<file path="config.mk">
export PLATFORM = sky130hd
export DESIGN_NAME = int8_divmod
export DESIGN_NICKNAME = d
export VERILOG_FILES = /design/src/rtl/int8_divmod.sv
export SDC_FILE = /design/constraint.sdc
export NUM_CORES = 1
export LEC_CHECK = 0
export BUFFER_PORTS_ARGS = -buffer_cell sky130_fd_sc_hd__buf_2
export CAP_MARGIN = 20
export CORE_UTILIZATION = 57
export CTS_CLUSTER_SIZE = 12
export DETAILED_ROUTE_END_ITERATION = 12
export GPL_ROUTABILITY_DRIVEN = 1
export PLACE_DENSITY = 0.78
export SETUP_SLACK_MARGIN = 0.4
export SLEW_MARGIN = 20
export SYNTH_ARGS = -nofsm -noshare
export SYNTH_HDL_FRONTEND = slang
export SYNTH_SLANG_ARGS = --single-unit
</file>
<file path="constraint.sdc">
create_clock -name clk -period 6.2 [get_ports clk]
set_input_delay 0 -clock clk [delete_from_list [all_inputs] [get_ports clk]]
set_output_delay 0 -clock clk [all_outputs]
set_load 0.05 [all_outputs]
</file>
<file path="src/rtl/int8_divmod.sv">
// Sequential unsigned 8-bit divider: restoring shift-subtract, one quotient bit per clock.
// Results are registered and held until the next accepted start.
module int8_divmod (
    input  logic       clk,
    input  logic       rst,
    input  logic       start,
    input  logic [7:0] a,
    input  logic [7:0] b,
    output logic       busy,
    output logic       done,
    output logic [7:0] quotient,
    output logic [7:0] remainder,
    output logic       div_zero
);

    localparam logic [1:0] StIdle = 2'd0;
    localparam logic [1:0] StRun  = 2'd1;
    localparam logic [1:0] StDone = 2'd2;

    logic [1:0] state_q, state_d;
    logic [7:0] q_q, q_d;
    logic [8:0] r_q, r_d;
    logic [7:0] b_q, b_d;
    logic [2:0] cnt_q, cnt_d;
    logic       busy_q, busy_d;
    logic       done_q, done_d;
    logic [7:0] quotient_q, quotient_d;
    logic [7:0] remainder_q, remainder_d;
    logic       div_zero_q, div_zero_d;

    logic [8:0] trial;
    logic [8:0] diff;
    logic       no_borrow;
    logic [7:0] q_step;
    logic [8:0] r_step;

    always_comb begin
        trial     = {r_q[7:0], q_q[7]};
        diff      = trial - {1'b0, b_q};
        no_borrow = (trial >= {1'b0, b_q});
        q_step    = {q_q[6:0], no_borrow};
        r_step    = no_borrow ? diff : trial;
    end

    always_comb begin
        state_d     = state_q;
        q_d         = q_q;
        r_d         = r_q;
        b_d         = b_q;
        cnt_d       = cnt_q;
        quotient_d  = quotient_q;
        remainder_d = remainder_q;
        div_zero_d  = div_zero_q;

        case (state_q)
            StIdle, StDone: begin
                // DONE accepts a new request exactly like IDLE for back-to-back use
                if (start) begin
                    if (b != 8'd0) begin
                        state_d = StRun;
                        q_d     = a;
                        r_d     = 9'd0;
                        b_d     = b;
                        cnt_d   = 3'd0;
                    end else begin
                        state_d     = StDone;
                        quotient_d  = 8'hFF;
                        remainder_d = a;
                        div_zero_d  = 1'b1;
                    end
                end else begin
                    state_d = StIdle;
                end
            end
            StRun: begin
                q_d   = q_step;
                r_d   = r_step;
                cnt_d = cnt_q + 3'd1;
                if (cnt_q == 3'd7) begin
                    state_d     = StDone;
                    quotient_d  = q_step;
                    remainder_d = r_step[7:0];
                    div_zero_d  = 1'b0;
                end
            end
            default: state_d = StIdle;
        endcase

        busy_d = (state_d == StRun);
        done_d = (state_d == StDone);
    end

    always_ff @(posedge clk) begin
        if (rst) begin
            state_q     <= StIdle;
            q_q         <= 8'd0;
            r_q         <= 9'd0;
            b_q         <= 8'd0;
            cnt_q       <= 3'd0;
            busy_q      <= 1'b0;
            done_q      <= 1'b0;
            quotient_q  <= 8'd0;
            remainder_q <= 8'd0;
            div_zero_q  <= 1'b0;
        end else begin
            state_q     <= state_d;
            q_q         <= q_d;
            r_q         <= r_d;
            b_q         <= b_d;
            cnt_q       <= cnt_d;
            busy_q      <= busy_d;
            done_q      <= done_d;
            quotient_q  <= quotient_d;
            remainder_q <= remainder_d;
            div_zero_q  <= div_zero_d;
        end
    end

    assign busy      = busy_q;
    assign done      = done_q;
    assign quotient  = quotient_q;
    assign remainder = remainder_q;
    assign div_zero  = div_zero_q;

endmodule

</file>
# After elaboration in Yosys (flattened, before gate mapping)
# Index checks and enable logic that the tools add are counted.
# word_totals
regBits	48
output_inout_bits	19
elab_cells	55
# classes
addsub	2
order_cmp	1
eq_ne	9
mux	26
n_reduce_logical	7
# op_table
cell	n
8-bit two-way mux	11
8-bit one-hot mux with 2 select lines	4
9-bit by 8-bit greater-or-equal comparator with 1-bit output	1
2-bit != test (second input constant)	4
8-bit nonzero test	1
8-bit subtractor	1
2-bit two-way mux	3
3-bit two-way mux	2
3-bit one-hot mux with 2 select lines	1
3-bit AND reduction	2
2-bit by 1-bit equality test with 1-bit output (second input constant)	2
2-bit equality test (second input constant)	2
2-bit one-hot mux with 2 select lines	1
4-bit AND reduction	1
3-bit by 1-bit adder with 3-bit output (second input constant)	1
3-bit equality test (second input constant)	1
1-bit two-way mux	3
2-bit zero test	1
1-bit one-hot mux with 2 select lines	1
2-bit nonzero test	1
2-bit OR reduction	1

# Logic depth before layout (Yosys ltp)
# Gate-level depths: netlist of run 1.
# depth
ltp_word	5
depth_mapped	9
depth_no_buf	8

# Worst setup path after synthesis of run 1
# No wires, ideal clock.
# synth_timing
kind	reg-to-reg
startpoint	register b_q[6]
endpoint	register remainder_q[3], in the netlist remainder[3]
t_arrival_ns	1.981
path_slack_ns	4.092
path_stages_with_launch	9
n_path_buf	1
period_less_slack_ns	2.108
path_cell_list	dfxtp_1 inv_1 ha_1 a21o_1 a211o_1 or3_1 buf_6 mux2i_1 o22ai_1
# synth_via
elab_chain_len	4
# synth_lines
element	line	text
start, declared	23	logic [7:0] b_q, b_d;
start signal, assigned	98	b_q <= 8'd0;
start signal, assigned	109	b_q <= b_d;
9-bit by 8-bit greater-or-equal comparator with 1-bit output	40	no_borrow = (trial >= {1'b0, b_q});
8-bit two-way mux	42	r_step = no_borrow ? diff : trial;
8-bit two-way mux	79	if (cnt_q == 3'd7) begin
8-bit one-hot mux with 2 select lines	55	case (state_q)
end signal, assigned	114	remainder_q <= remainder_d;
end, declared	28	logic [7:0] remainder_q, remainder_d;
# No other way between the ends. The select of a mux whose other input is x is not followed.
# A chain may end at the register's enable or synchronous reset.

# Final worst setup path of run 1
# layout_timing
startpoint	register b_q[2]
endpoint	register remainder_q[3], in the netlist remainder[3]
# layout_via
elab_chain_len	4
word_cells_on_any_way	5
classes_between	add/sub (1); order compare (1); mux (3)
# layout_lines
element	line
8-bit subtractor / 9-bit by 8-bit greater-or-equal comparator with 1-bit output (equally long branches)	39, 40
8-bit two-way mux (*)	42
8-bit two-way mux (*)	79
8-bit one-hot mux with 2 select lines (*)	55
# Every way passes the cells marked *; elsewhere a longest branch is shown, timed or not. The select of a mux whose other input is x is not followed.

==> results.py, run 1 <==
metrics = {
    "sta": {
        "drv_slew": 0,
        "fmax_mhz": 390.4,
        "setup_tns_ps": 0,
        "period_share_pct": 41.32,
        "tightest_slew_ps": 881.4,
        "rsz0062_at_grt": "no",
        "maxSlewHeadroom_pct": 41.24,
        "finalClockSkew_ps": 6.918,
        "hold_viol": 0,
        "min_period_ps": 2562,
        "setup_viol": 0,
    },
    "clock_tree": {
        "cts_buffers": 5,
        "clk_path_buf_depth": 2,
        "post-cts-setup-buffers": 0,
        "cts_htree_levels": 2,
        "worstSkewPairLatency_ps": 300,
        "clock_sink_count": 48,
        "cts_tree": "built",
        "cts_root_buf": "clkbuf_8",
        "clkTransAtPathRegs_ps": 80,
    },
    "route": {
        "drt_iter0_drc": 156,
        "wire_per_inst_um": 15.52,
        "detail_route.first_pass.iterations": 4,
        "vias_per_cell": 5.845,
        "wirelength_mm": 5.821,
        "drcViolationCount": 0,
        "drtAntennaViolNets": 0,
        "via_count": 2192,
    },
    "power_and_ir_drop": {
        "p_per_area_nw_per_um2": 329.0,
        "power_uw": 928.8,
        "power.leakage_uw": 0.001186,
        "peakVddDrop_mv": 0.1496,
    },
    "grt": {
        "grt_usage_pct": 28.44,
        "grt_pass1_wl_mm": 9.563,
        "grt_antenna_before_repair": 0,
        "grt_overflow": 0,
        "grt_pass1_vias": 2036,
        "grt_max_degree": 31,
    },
    "layout": {
        "drive_above_1_share_pct": 19.08,
        "area_delta_synth_final_pct": 16.53,
        "fill_cells": 330,
        "final_nets": 355,
        "multi_input_area_um2": 1330,
        "diodes": 0,
        "final_cells": 375,
        "register_area_um2": 960.9,
    },
    "setup_path": {
        "critPathLaunch": "b_q[2]",
        "end_kind": "flop",
        "path_max_fanout": 10,
        "startpoint_type": "flop",
        "r2r_end": "remainder[3]",
        "arrival_ps": 2720,
        "worstPathCellList": "inv_1 > ha_1 > nand3b_1 > a2111oi_4 > or3_1 > mux2i_1 > o22ai_1",
        "crit_type": "reg -> reg",
        "r2r_setup_slack_ps": 3640,
        "worst-endpoint-required_ps": 6360,
        "rr_startpoint": "b_q[2]",
        "slowest_stage": "or3_1",
        "critPathCapture": "remainder[3]",
        "max_stage_delay_ps": 470,
        "r2r_cells": 7,
    },
    "placement": {
        "globalplace.congestion": 0.8747,
        "port_buffers": 37,
        "dp.cells": 353,
        "dp_hpwl_mm": 3.918,
    },
    "synth": {
        "ys_types": 56,
        "seq_area_frac_synth_pct": 39.67,
        "synthFlopType": "dfxtp_1",
        "synth_edf_count": 0,
        "synth_nets": 309,
        "async_flop_share_pct": 0,
        "yosysWarnings": 0,
        "ys_seq_elements": 48,
        "synthCells": 279,
        "synth_area_per_cell_um2": 8.682,
        "netlist_area_um2": 2422,
    },
    "die": {
        "num_io_pins": 38,
        "rows": 23,
        "start_util_pct": 60.12,
        "dieArea_um2": 4515,
        "fp.dieH_um": 67.19,
        "die-width_um": 67.19,
        "core_area_um2": 4029,
    },
    "hold_path": {
        "hp-class": "in -> reg",
    },
    "outcome": {
        "outcome": "finished, final reports clean",
    },
    "run": {
        "maxCapViolations": 0,
    },
}
==> critical path: cells and delay by family, from the launching register on <==
kind                     cells  cell delay [ps]
flip-flops                   1              340
multiplexers                 1              360
buffers and inverters        1               50
AND/OR/NAND/NOR              2              660
AO/OA/AOI/OAI                2              600
adder cells (fa/ha/maj)      1              420
==> synth_stat cells, drive strengths merged, types with 2 or more instances <==
cell | count | area [µm²]
buf | 4 | 25.02
dfxtp | 48 | 960.9
inv | 13 | 48.80
a21oi | 21 | 120.1
nand2 | 51 | 191.4
o21ai | 11 | 55.05
and2 | 6 | 38.79
nand3 | 6 | 30.03
a31oi | 3 | 18.77
mux2i | 7 | 70.07
o211ai | 2 | 15.01
ha | 10 | 125.1
nand2b | 3 | 18.77
a32oi | 2 | 17.52
a2bb2oi | 2 | 17.52
xor2 | 2 | 17.52
nand4 | 3 | 18.77
nor2 | 22 | 82.58
o31ai | 3 | 22.52
or3 | 2 | 12.51
a22o | 2 | 17.52
nor4 | 2 | 12.51
nor3 | 3 | 25.02
clkbuf | 10 | 57.56
nor2b | 3 | 18.77
o221a | 8 | 90.09
a311oi | 8 | 70.07
o22ai | 3 | 18.77
==> worst min path at each step <==
stage	slack, ps	from	cells past startpoint	end
after floorplan	130	b[0]	2	b_q[0]
after global placement	250	b[7]	3	b_q[7]
after detailed placement	260	b[2]	3	b_q[2]
after CTS	4	a[5]	3	q_q[5]
after global routing	20	a[0]	3	q_q[0]
final	10	a[0]	3	q_q[0]
==> cell usage in the layout (no fill, tap or decap), types with 2 or more instances in the layout <==
cell / netlist / layout
inv_1: 13 / 13
a32oi_1: 2 / 2
o21ai_1: 4 / 4
o22ai_1: 3 / 3
buf_2: 2 / 37
mux2i_1: 7 / 7
a21oi_1: 19 / 19
a22o_1: 2 / 2
dfxtp_1: 48 / 48
nand2_1: 51 / 51
a2bb2oi_1: 2 / 2
o221a_2: 7 / 7
nand2b_1: 3 / 3
nand4_1: 3 / 3
a31oi_1: 3 / 3
or3_1: 2 / 2
o21ai_0: 7 / 7
nor2_1: 22 / 22
nor3_2: 2 / 2
nor4_1: 2 / 2
ha_1: 10 / 10
nand3_1: 6 / 6
xor2_1: 2 / 2
dlygate4sd3_1: 0 / 15
a311oi_1: 8 / 8
o211ai_1: 2 / 2
clkbuf_8: 2 / 5
and2_1: 5 / 5
o31ai_1: 3 / 3
nor2b_1: 3 / 3
==> metal layers <==
| metal | part of all wire (%) | global-route usage [%] | wire length [µm] |
|---|---|---|---|
| met1 | 48 | 39.14 | 2780 |
| met2 | 47 | 46.00 | 2741 |
| met3 | 4.3 | 5.236 | 252 |
| met4 | 0.79 | 6.383 | 46 |
| met5 | 0 | 0 | 0 |
==> through the flow <==
stage | hold slack, ps | util (%) | area, µm² | setup slack (ps)
2_1_floorplan | 133.3 | - | 2422 | 4092
3_3_place_gp | 253.8 | 64.41 | 2595 | 3744
3_5_place_dp | 258.9 | 64.41 | 2595 | 3673
4_1_cts | 3.632 | 69.81 | 2813 | 3661
5_1_grt | 20.39 | 70.06 | 2823 | 3459
6_report | 10.01 | 70.06 | 2823 | 3638
==> report_power, final <==
| part | internal (µW) | total (µW) | switching (µW) | leakage [µW] |
|---|---|---|---|---|
| clock network | 76.9 | 176 | 98.7 | 0.0000410 |
| registers | 337 | 358 | 21.9 | 0.000393 |
| logic | 144 | 395 | 251 | 0.000752 |
==> sequential cells by signal, summed over array words and instances (netlist names) <==
signal	count
b_q	8
q_q	8
quotient	8
r_q	8
remainder	8
cnt_q	3
state_q	2
busy	1
div_zero	1
done	1
==> repair_timing <==
| item | in CTS | in global routing |
|---|---|---|
| endpoints found under the setup margin | 0 | 0 |
| hold endpoints to repair | 14 | 1 |
| hold buffers | 14 | 1 |
| gates resized for setup | 0 | 0 |
==> cell families after synthesis <==
group                      after synthesis  synth area share (%)
muxes                                    8                 3.358
and+or+nand+nor                        106                 20.25
DFF                                     48                 39.67
buffers and inverters                   27                 5.424
adders and majority gates               11                 5.992
AOI/OAI and AO/OA                       76                 24.23
xor gates and xnor gates                 3                 1.085
==> layout make-up <==
type                            instances  area share (%)
Clock buffer                            6           2.571
Clock inverter                          1          0.1773
Inverter                               13           1.729
Multi-Input combinational cell        204           47.12
Sequential cell                        48           34.04
Tap cell                               50           2.216
Timing Repair Buffer                   53           12.15
No activity file was read; power rests on OpenSTA's default activity.
==> run 2, diff against run 1 <==
--- a/config.mk
+++ b/config.mk
@@ -5,13 +5,14 @@
 export SDC_FILE = /design/constraint.sdc
 export NUM_CORES = 1
 export LEC_CHECK = 0
+export ABC_AREA = 1
 export BUFFER_PORTS_ARGS = -buffer_cell sky130_fd_sc_hd__buf_2
 export CAP_MARGIN = 20
-export CORE_UTILIZATION = 57
+export CORE_UTILIZATION = 51
 export CTS_CLUSTER_SIZE = 12
 export DETAILED_ROUTE_END_ITERATION = 12
 export GPL_ROUTABILITY_DRIVEN = 1
-export PLACE_DENSITY = 0.78
+export PLACE_DENSITY = 0.74
 export SETUP_SLACK_MARGIN = 0.4
 export SLEW_MARGIN = 20
 export SYNTH_ARGS = -nofsm -noshare
==> constraint.sdc (replaced) <==
create_clock -name clk -period 2.05 [get_ports clk]
set_input_delay 0 -clock clk [delete_from_list [all_inputs] [get_ports clk]]
set_output_delay 0 -clock clk [all_outputs]
set_load 0.05 [all_outputs]
==> run 2 against run 1 <==
  * The run now ends with negative hold slack left
  * Maximum frequency increased by 40%
  * Sequential cell count unchanged
  * Setup slack worse by 3400 ps
  * Die area rose by 16%
  * Synthesized area up 4.0%
  * Synthesized cell count rose by 32%
  * Critical path depth is 4 higher
  * First-iteration DRC count rose by 110%
  * Largest cell class unchanged
  * Sequential power grew to 3.0 times the previous value
  * Cell area grew 29%
==> results.py, run 2 <==
metrics = {
    "outcome": {
        "outcome": "complete, but fails checks",
        "violations": "negative hold slack",
    },
    "synth": {
        "synth_nets": 398,
        "synth_edf_count": 0,
        "synthFlopType": "dfxtp_1",
        "yosysMostFrequentCell": "nand2_1",
        "synthTopCellsByCount": "nand2_1, nor2_1, inv_1",
        "ys_types": 30,
        "seq_area_frac_synth_pct": 38.13,
        "yosysWarnings": 0,
        "synth_area_per_cell_um2": 6.848,
        "netlist_area_um2": 2520,
        "yosysTopAreaCell": "dfxtp_1",
        "synth.area.top_cells": "dfxtp_1, nand2_1, nand3_1, nor2_1, inv_1",
        "synth_top_area_share_pct": 38.13,
        "async_flop_share_pct": 0,
        "synthCells": 368,
        "ys_seq_elements": 48,
    },
    "route": {
        "drtAntennaViolNets": 0,
        "vias_per_cell": 5.672,
        "wirelength_mm": 8.212,
        "detail_route.first_pass.iterations": 6,
        "via_count": 2870,
        "drcViolationCount": 0,
        "drt_iter0_drc": 326,
        "wire_per_inst_um": 16.23,
    },
    "sta": {
        "maxSlewHeadroom_pct": 50.34,
        "rsz0062_at_grt": "yes",
        "tightest_slew_ps": 744.0,
        "hold_ws_ps": -3.142,
        "fmax_mhz": 547.0,
        "min_period_ps": 1828,
        "setup_tns_ps": 0,
        "setup_viol": 0,
        "hold_viol": 1,
        "period_share_pct": 89.17,
        "finalClockSkew_ps": 5.322,
        "drv_slew": 0,
    },
    "power_and_ir_drop": {
        "p_per_area_nw_per_um2": 878.4,
        "peakVddDrop_mv": 0.5602,
        "power.leakage_uw": 0.001767,
    },
    "setup_path": {
        "critPathCapture": "r_q[4]",
        "r2r_cells": 11,
        "arrival_ps": 2080,
        "startpoint_type": "flop",
        "crit_type": "reg -> reg",
        "worst-endpoint-required_ps": 2300,
        "end_kind": "flop",
        "r2r_end": "r_q[4]",
        "rr_startpoint": "q_q[7]",
        "r2r_setup_slack_ps": 220,
        "critPathLaunch": "q_q[7]",
        "path_max_fanout": 2,
    },
    "placement": {
        "dp_hpwl_mm": 4.349,
        "globalplace.congestion": 0.8690,
        "port_buffers": 37,
    },
    "layout": {
        "fill_cells": 314,
        "drive_above_1_share_pct": 41.23,
        "final_common_cell": "nand2_1",
        "diodes": 0,
        "final_nets": 469,
        "fin_util_pct": 77.27,
        "final_cell_mix": "nand2_1, nor2_1, buf_2, inv_1, dfxtp_1",
        "area_delta_synth_final_pct": 44.84,
    },
    "clock_tree": {
        "cts_root_buf": "clkbuf_8",
        "clkTransAtPathRegs_ps": 80,
        "cts_htree_levels": 2,
        "cts_tree": "built",
        "cts_buffers": 5,
        "worstSkewPairLatency_ps": 310,
        "clk_path_buf_depth": 2,
        "clock_sink_count": 48,
    },
    "die": {
        "dieArea_um2": 5226,
        "fp.dieH_um": 72.29,
        "num_io_pins": 38,
        "core_area_um2": 4723,
        "rows": 25,
        "start_util_pct": 53.35,
        "die-width_um": 72.29,
    },
    "grt": {
        "grt_pass1_vias": 2486,
        "grt_usage_pct": 28.85,
        "grt_max_degree": 29,
        "grt_overflow": 0,
        "grt_pass1_wl_mm": 11.53,
        "grt_antenna_before_repair": 0,
    },
    "hold_path": {
        "hp-class": "in -> reg",
    },
    "run": {
        "maxCapViolations": 0,
    },
}
==> run 2: changes by cell type in the layout (fill, tap and decap cells not counted), sizes merged, moves of 6 or more <==
| cell | previous run | this run |
|---|---|---|
| and2 | 6 | 0 |
| o221a | 8 | 0 |
| o21ai | 11 | 26 |
| mux2i | 7 | 0 |
| nand2 | 51 | 72 |
| nand4 | 3 | 13 |
| inv | 13 | 51 |
| dlygate4sd3 | 15 | 9 |
| buf | 38 | 66 |
| nand3 | 6 | 45 |
| nor2 | 22 | 54 |
| a311oi | 8 | 0 |
==> run 2: layout make-up <==
class,count,area [µm²],area share (%)
inverters,52,202.7,5.554
repair buffers,75,524.3,14.36
multi-input cells,257,1778,48.71
flip-flops and latches,48,983.4,26.95
clock buffers,6,72.57,1.988
well taps,67,83.83,2.297
clock inverters,1,5.005,0.1371
==> run 2: worst min path at each step <==
| stage | end | depth (start not counted) | startpoint |
|---|---|---|---|
| floorplan | b_q[3] | 2 | b[3] |
| global placement | b_q[0] | 3 | b[0] |
| detailed placement | q_q[3] | 3 | a[3] |
| CTS | b_q[7] | 3 | b[7] |
| global route | b_q[4] | 3 | b[4] |
| finish | b_q[7] | 3 | b[7] |
==> run 2: power breakdown <==
group | internal [µW] | switching, µW | total (µW)
registers | 1020 | 67.3 | 1090
clock network | 232 | 311 | 544
logic | 611 | 966 | 1580
total | 1860 | 1340 | 3210
==> run 2: logic make-up (layout without fill, tap and decap cells) <==
logic type / after synthesis / count (layout) / synth area share (%)
AND/OR/NAND/NOR: 182 / 185 / 32.18
buffers and inverters: 67 / 134 / 10.77
AO/OA/AOI/OAI: 57 / 58 / 12.12
flip-flops: 48 / 48 / 38.13
adder cells (fa/ha/maj): 11 / 11 / 5.760
XOR/XNOR: 3 / 3 / 1.043
==> run 2: per-layer routing <==
layer | vias up | routed length [µm] | GRT usage, %
li1 | 1348 | - | -
met2 | 188 | 3809 | 45.90
met5 | - | 0 | 0
met4 | 0 | 408 | 14.16
met3 | 42 | 710 | 7.222
met1 | 1292 | 3283 | 36.47
==> run 2: worst max-delay path: stages, from the launching register on <==
cell and delay [ps]:
dfxtp_2 350, inv_2 50, ha_4 160, fa_2 370
inv_2 80, nand3_2 70, nand3_2 70, xor2_1 240
nand3_2 120, nand3_1 110, nand2_1 70, inv_1 70
==> run 2: per-stage QoR <==
stage | power [µW] | hold WS, ps | cell area (µm²) | setup WS (ps) | std cells
2_1_floorplan | 1727 | 142.9 | 2520 | 407.0 | 368
3_3_place_gp | 1918 | 283.5 | 2751 | 117.1 | 462
3_5_place_dp | 1923 | 296.2 | 2751 | 76.79 | 462
4_1_cts | 2725 | 0.1572 | 3247 | 352.8 | 493
5_1_grt | 3353 | 8.201 | 3650 | 145.7 | 506
6_report | 3206 | -3.142 | 3650 | 222.0 | 506
==> run 2: timing repair <==
action	in CTS	in global routing
endpoints found under the hold margin	9	0
resized for setup	43	82
buffers inserted	11	13
endpoints found under the setup margin	26	24
hold buffers	9	0
pin swaps	16	45
gates cloned	4	0
==> run 3, diff against run 2 <==
--- a/config.mk
+++ b/config.mk
@@ -8,7 +8,9 @@
 export ABC_AREA = 1
 export BUFFER_PORTS_ARGS = -buffer_cell sky130_fd_sc_hd__buf_2
 export CAP_MARGIN = 20
+export CORE_ASPECT_RATIO = 1.1
 export CORE_UTILIZATION = 51
+export CTS_CLUSTER_DIAMETER = 60
 export CTS_CLUSTER_SIZE = 12
 export DETAILED_ROUTE_END_ITERATION = 12
 export GPL_ROUTABILITY_DRIVEN = 1
==> constraint.sdc (replaced) <==
create_clock -name clk -period 2.05 [get_ports clk]
set_input_delay 0.41 -clock clk [delete_from_list [all_inputs] [get_ports clk]]
set_output_delay 0.41 -clock clk [all_outputs]
set_load 0.05 [all_outputs]
==> run 3 against run 2 <==
  * The run now ends clean
  * Die area about the same
  * First-iteration DRC count increased by 13%
  * Power decreased by 2.0%
  * Critical path type unchanged
  * Via count decreased by 1.4%
  * Largest power group unchanged
  * Clock power increased by 12%
  * Count of clock-buffer cells in the layout unchanged
  * Utilization decreased by 2.6 points
  * Non-clock buffer count decreased by 19
==> results.py, run 3 (synthesized netlist as in run 2, its figures left out) <==
metrics = {
    "outcome": {
        "outcome": "finished, final reports clean",
    },
    "clock_tree": {
        "cts_htree_levels": 2,
        "clkTransAtPathRegs_ps": 90,
        "cts_buffers": 5,
        "hold_buffers": 0,
        "worstSkewPairLatency_ps": 300,
        "clock_sink_count": 48,
        "cts_tree": "built",
        "clk_path_buf_depth": 2,
        "cts_root_buf": "clkbuf_8",
    },
    "route": {
        "detail_route.first_pass.iterations": 6,
        "wire_per_inst_um": 16.88,
        "wirelength_mm": 8.084,
        "vias_per_cell": 5.910,
        "drtAntennaViolNets": 0,
        "via_count": 2831,
        "drcViolationCount": 0,
        "drt_iter0_drc": 367,
    },
    "sta": {
        "min_period_ps": 1779,
        "setup_tns_ps": 0,
        "period_share_pct": 86.76,
        "worst_slack_ps": 271.4,
        "hold_viol": 0,
        "setup_viol": 0,
        "fmax_mhz": 562.2,
        "tightest_slew_ps": 346.3,
        "finalClockSkew_ps": 6.752,
        "drv_slew": 0,
        "rsz0062_at_grt": "yes",
        "maxSlewHeadroom_pct": 76.91,
    },
    "layout": {
        "multi_input_area_um2": 1787,
        "final_nets": 452,
        "final_common_cell": "nand2_1",
        "final_cells": 479,
        "diodes": 0,
        "fill_cells": 336,
        "drive_above_1_share_pct": 40.43,
        "register_area_um2": 978.4,
        "final_cell_mix": "nand2_1, nor2_1, buf_2, inv_1, dfxtp_1",
        "area_delta_synth_final_pct": 38.78,
    },
    "setup_path": {
        "arrival_ps": 1980,
        "startpoint_type": "flop",
        "max_stage_delay_ps": 350,
        "crit_type": "reg -> reg",
        "worst-endpoint-required_ps": 2250,
        "end_kind": "flop",
        "worstPathCellList": "inv_2 > ha_4 > nand2_1 > nor2_2 > nand3_4 > inv_4 > nor2_4 > nand4_1 > nand3_2 > nand2_2 > inv_2",
        "slowest_stage": "dfxtp_2",
        "crit_top_cell": "inv_2",
        "path_max_fanout": 5,
    },
    "power_and_ir_drop": {
        "peakVddDrop_mv": 0.5096,
        "power.leakage_uw": 0.001688,
        "power_frac_clock_pct": 19.4,
        "seqPwrFrac_pct": 34.6,
        "switching_power_uw": 1334,
        "pwr-share-comb_pct": 46.0,
        "cell_internal_pwr_uw": 1808,
        "switching_share_pct": 42.47,
        "p_per_area_nw_per_um2": 898.4,
    },
    "placement": {
        "dp.cells": 449,
        "globalplace.congestion": 0.9329,
        "dp_hpwl_mm": 4.383,
        "dp_slack_ps": 144.9,
        "port_buffers": 37,
    },
    "grt": {
        "grt_pass1_vias": 2463,
        "grt_max_degree": 33,
        "grt_pass1_wl_mm": 11.54,
        "grt_antenna_before_repair": 0,
        "grt_overflow": 0,
        "grt_usage_pct": 27.84,
    },
    "die": {
        "rows": 26,
        "core_area_um2": 4684,
        "dieArea_um2": 5227,
        "fp.dieH_um": 75.73,
        "start_util_pct": 53.79,
        "num_io_pins": 38,
        "die-width_um": 69.02,
    },
    "hold_path": {
        "hp-class": "in -> reg",
    },
    "run": {
        "maxCapViolations": 0,
    },
}
==> run 3: per-stage QoR <==
stage	instance area, µm²	hold slack (ps)	total power [µW]	utilization, %
floorplan	2520	432.7	1727	-
global placement	2723	443.2	1912	58.12
detailed placement	2723	454.7	1925	58.12
CTS	3249	368.0	2885	69.36
global route	3497	379.0	3282	74.65
finish	3497	372.8	3142	74.65
==> run 3: per-layer routing <==
layer | part of all wire, % | vias up | track usage (%)
met2 | 49 | 179 | 49.08
met5 | 0 | - | 0
met1 | 39 | 1300 | 32.74
li1 | - | 1313 | -
met3 | 7.7 | 39 | 7.804
met4 | 4.1 | 0 | 10.66
==> run 3: worst max-delay path: cells and delay by family, from the launching register on <==
| family | cells | cell delay, ps |
|---|---|---|
| adder cells (fa/ha/maj) | 1 | 280 |
| buffers and inverters | 3 | 220 |
| flip-flops | 1 | 350 |
| AND/OR/NAND/NOR | 7 | 830 |
==> run 3: final cells by class <==
| class | count | area share (%) |
|---|---|---|
| clock inverter | 2 | 0.3936 |
| multi-input combinational | 257 | 51.09 |
| inverter | 52 | 5.939 |
| clock buffer | 6 | 2.361 |
| timing repair inverter | 2 | 0.2862 |
| tap | 56 | 2.004 |
| timing repair buffer | 56 | 9.946 |
| sequential | 48 | 27.98 |
==> run 3: what timing repair did <==
item	in CTS	in global routing
pin swaps	19	35
cloned	6	0
resized for setup	67	57
buffers inserted	11	5
endpoints found under the setup margin	33	43
==> run 3: power by group through the flow <==
stage	sequential [µW]	clock (µW)	combinational, µW
floorplan	1150	0	573
global placement	1080	0	830
detailed placement	1080	0	841
CTS	1080	618	1190
global route	1090	654	1530
finish	1090	610	1440
==> run 3: worst paths after layout <==
kind | from | end | slack [ps] | cells past startpoint
min | b[3] | b_q[3] | 370 | 3
max | b_q[1] | r_q[5] | 270 | 11
max reg2reg | b_q[1] | r_q[5] | 270 | 11
min reg2reg | cnt_q[0] | cnt_q[0] | 470 | 1
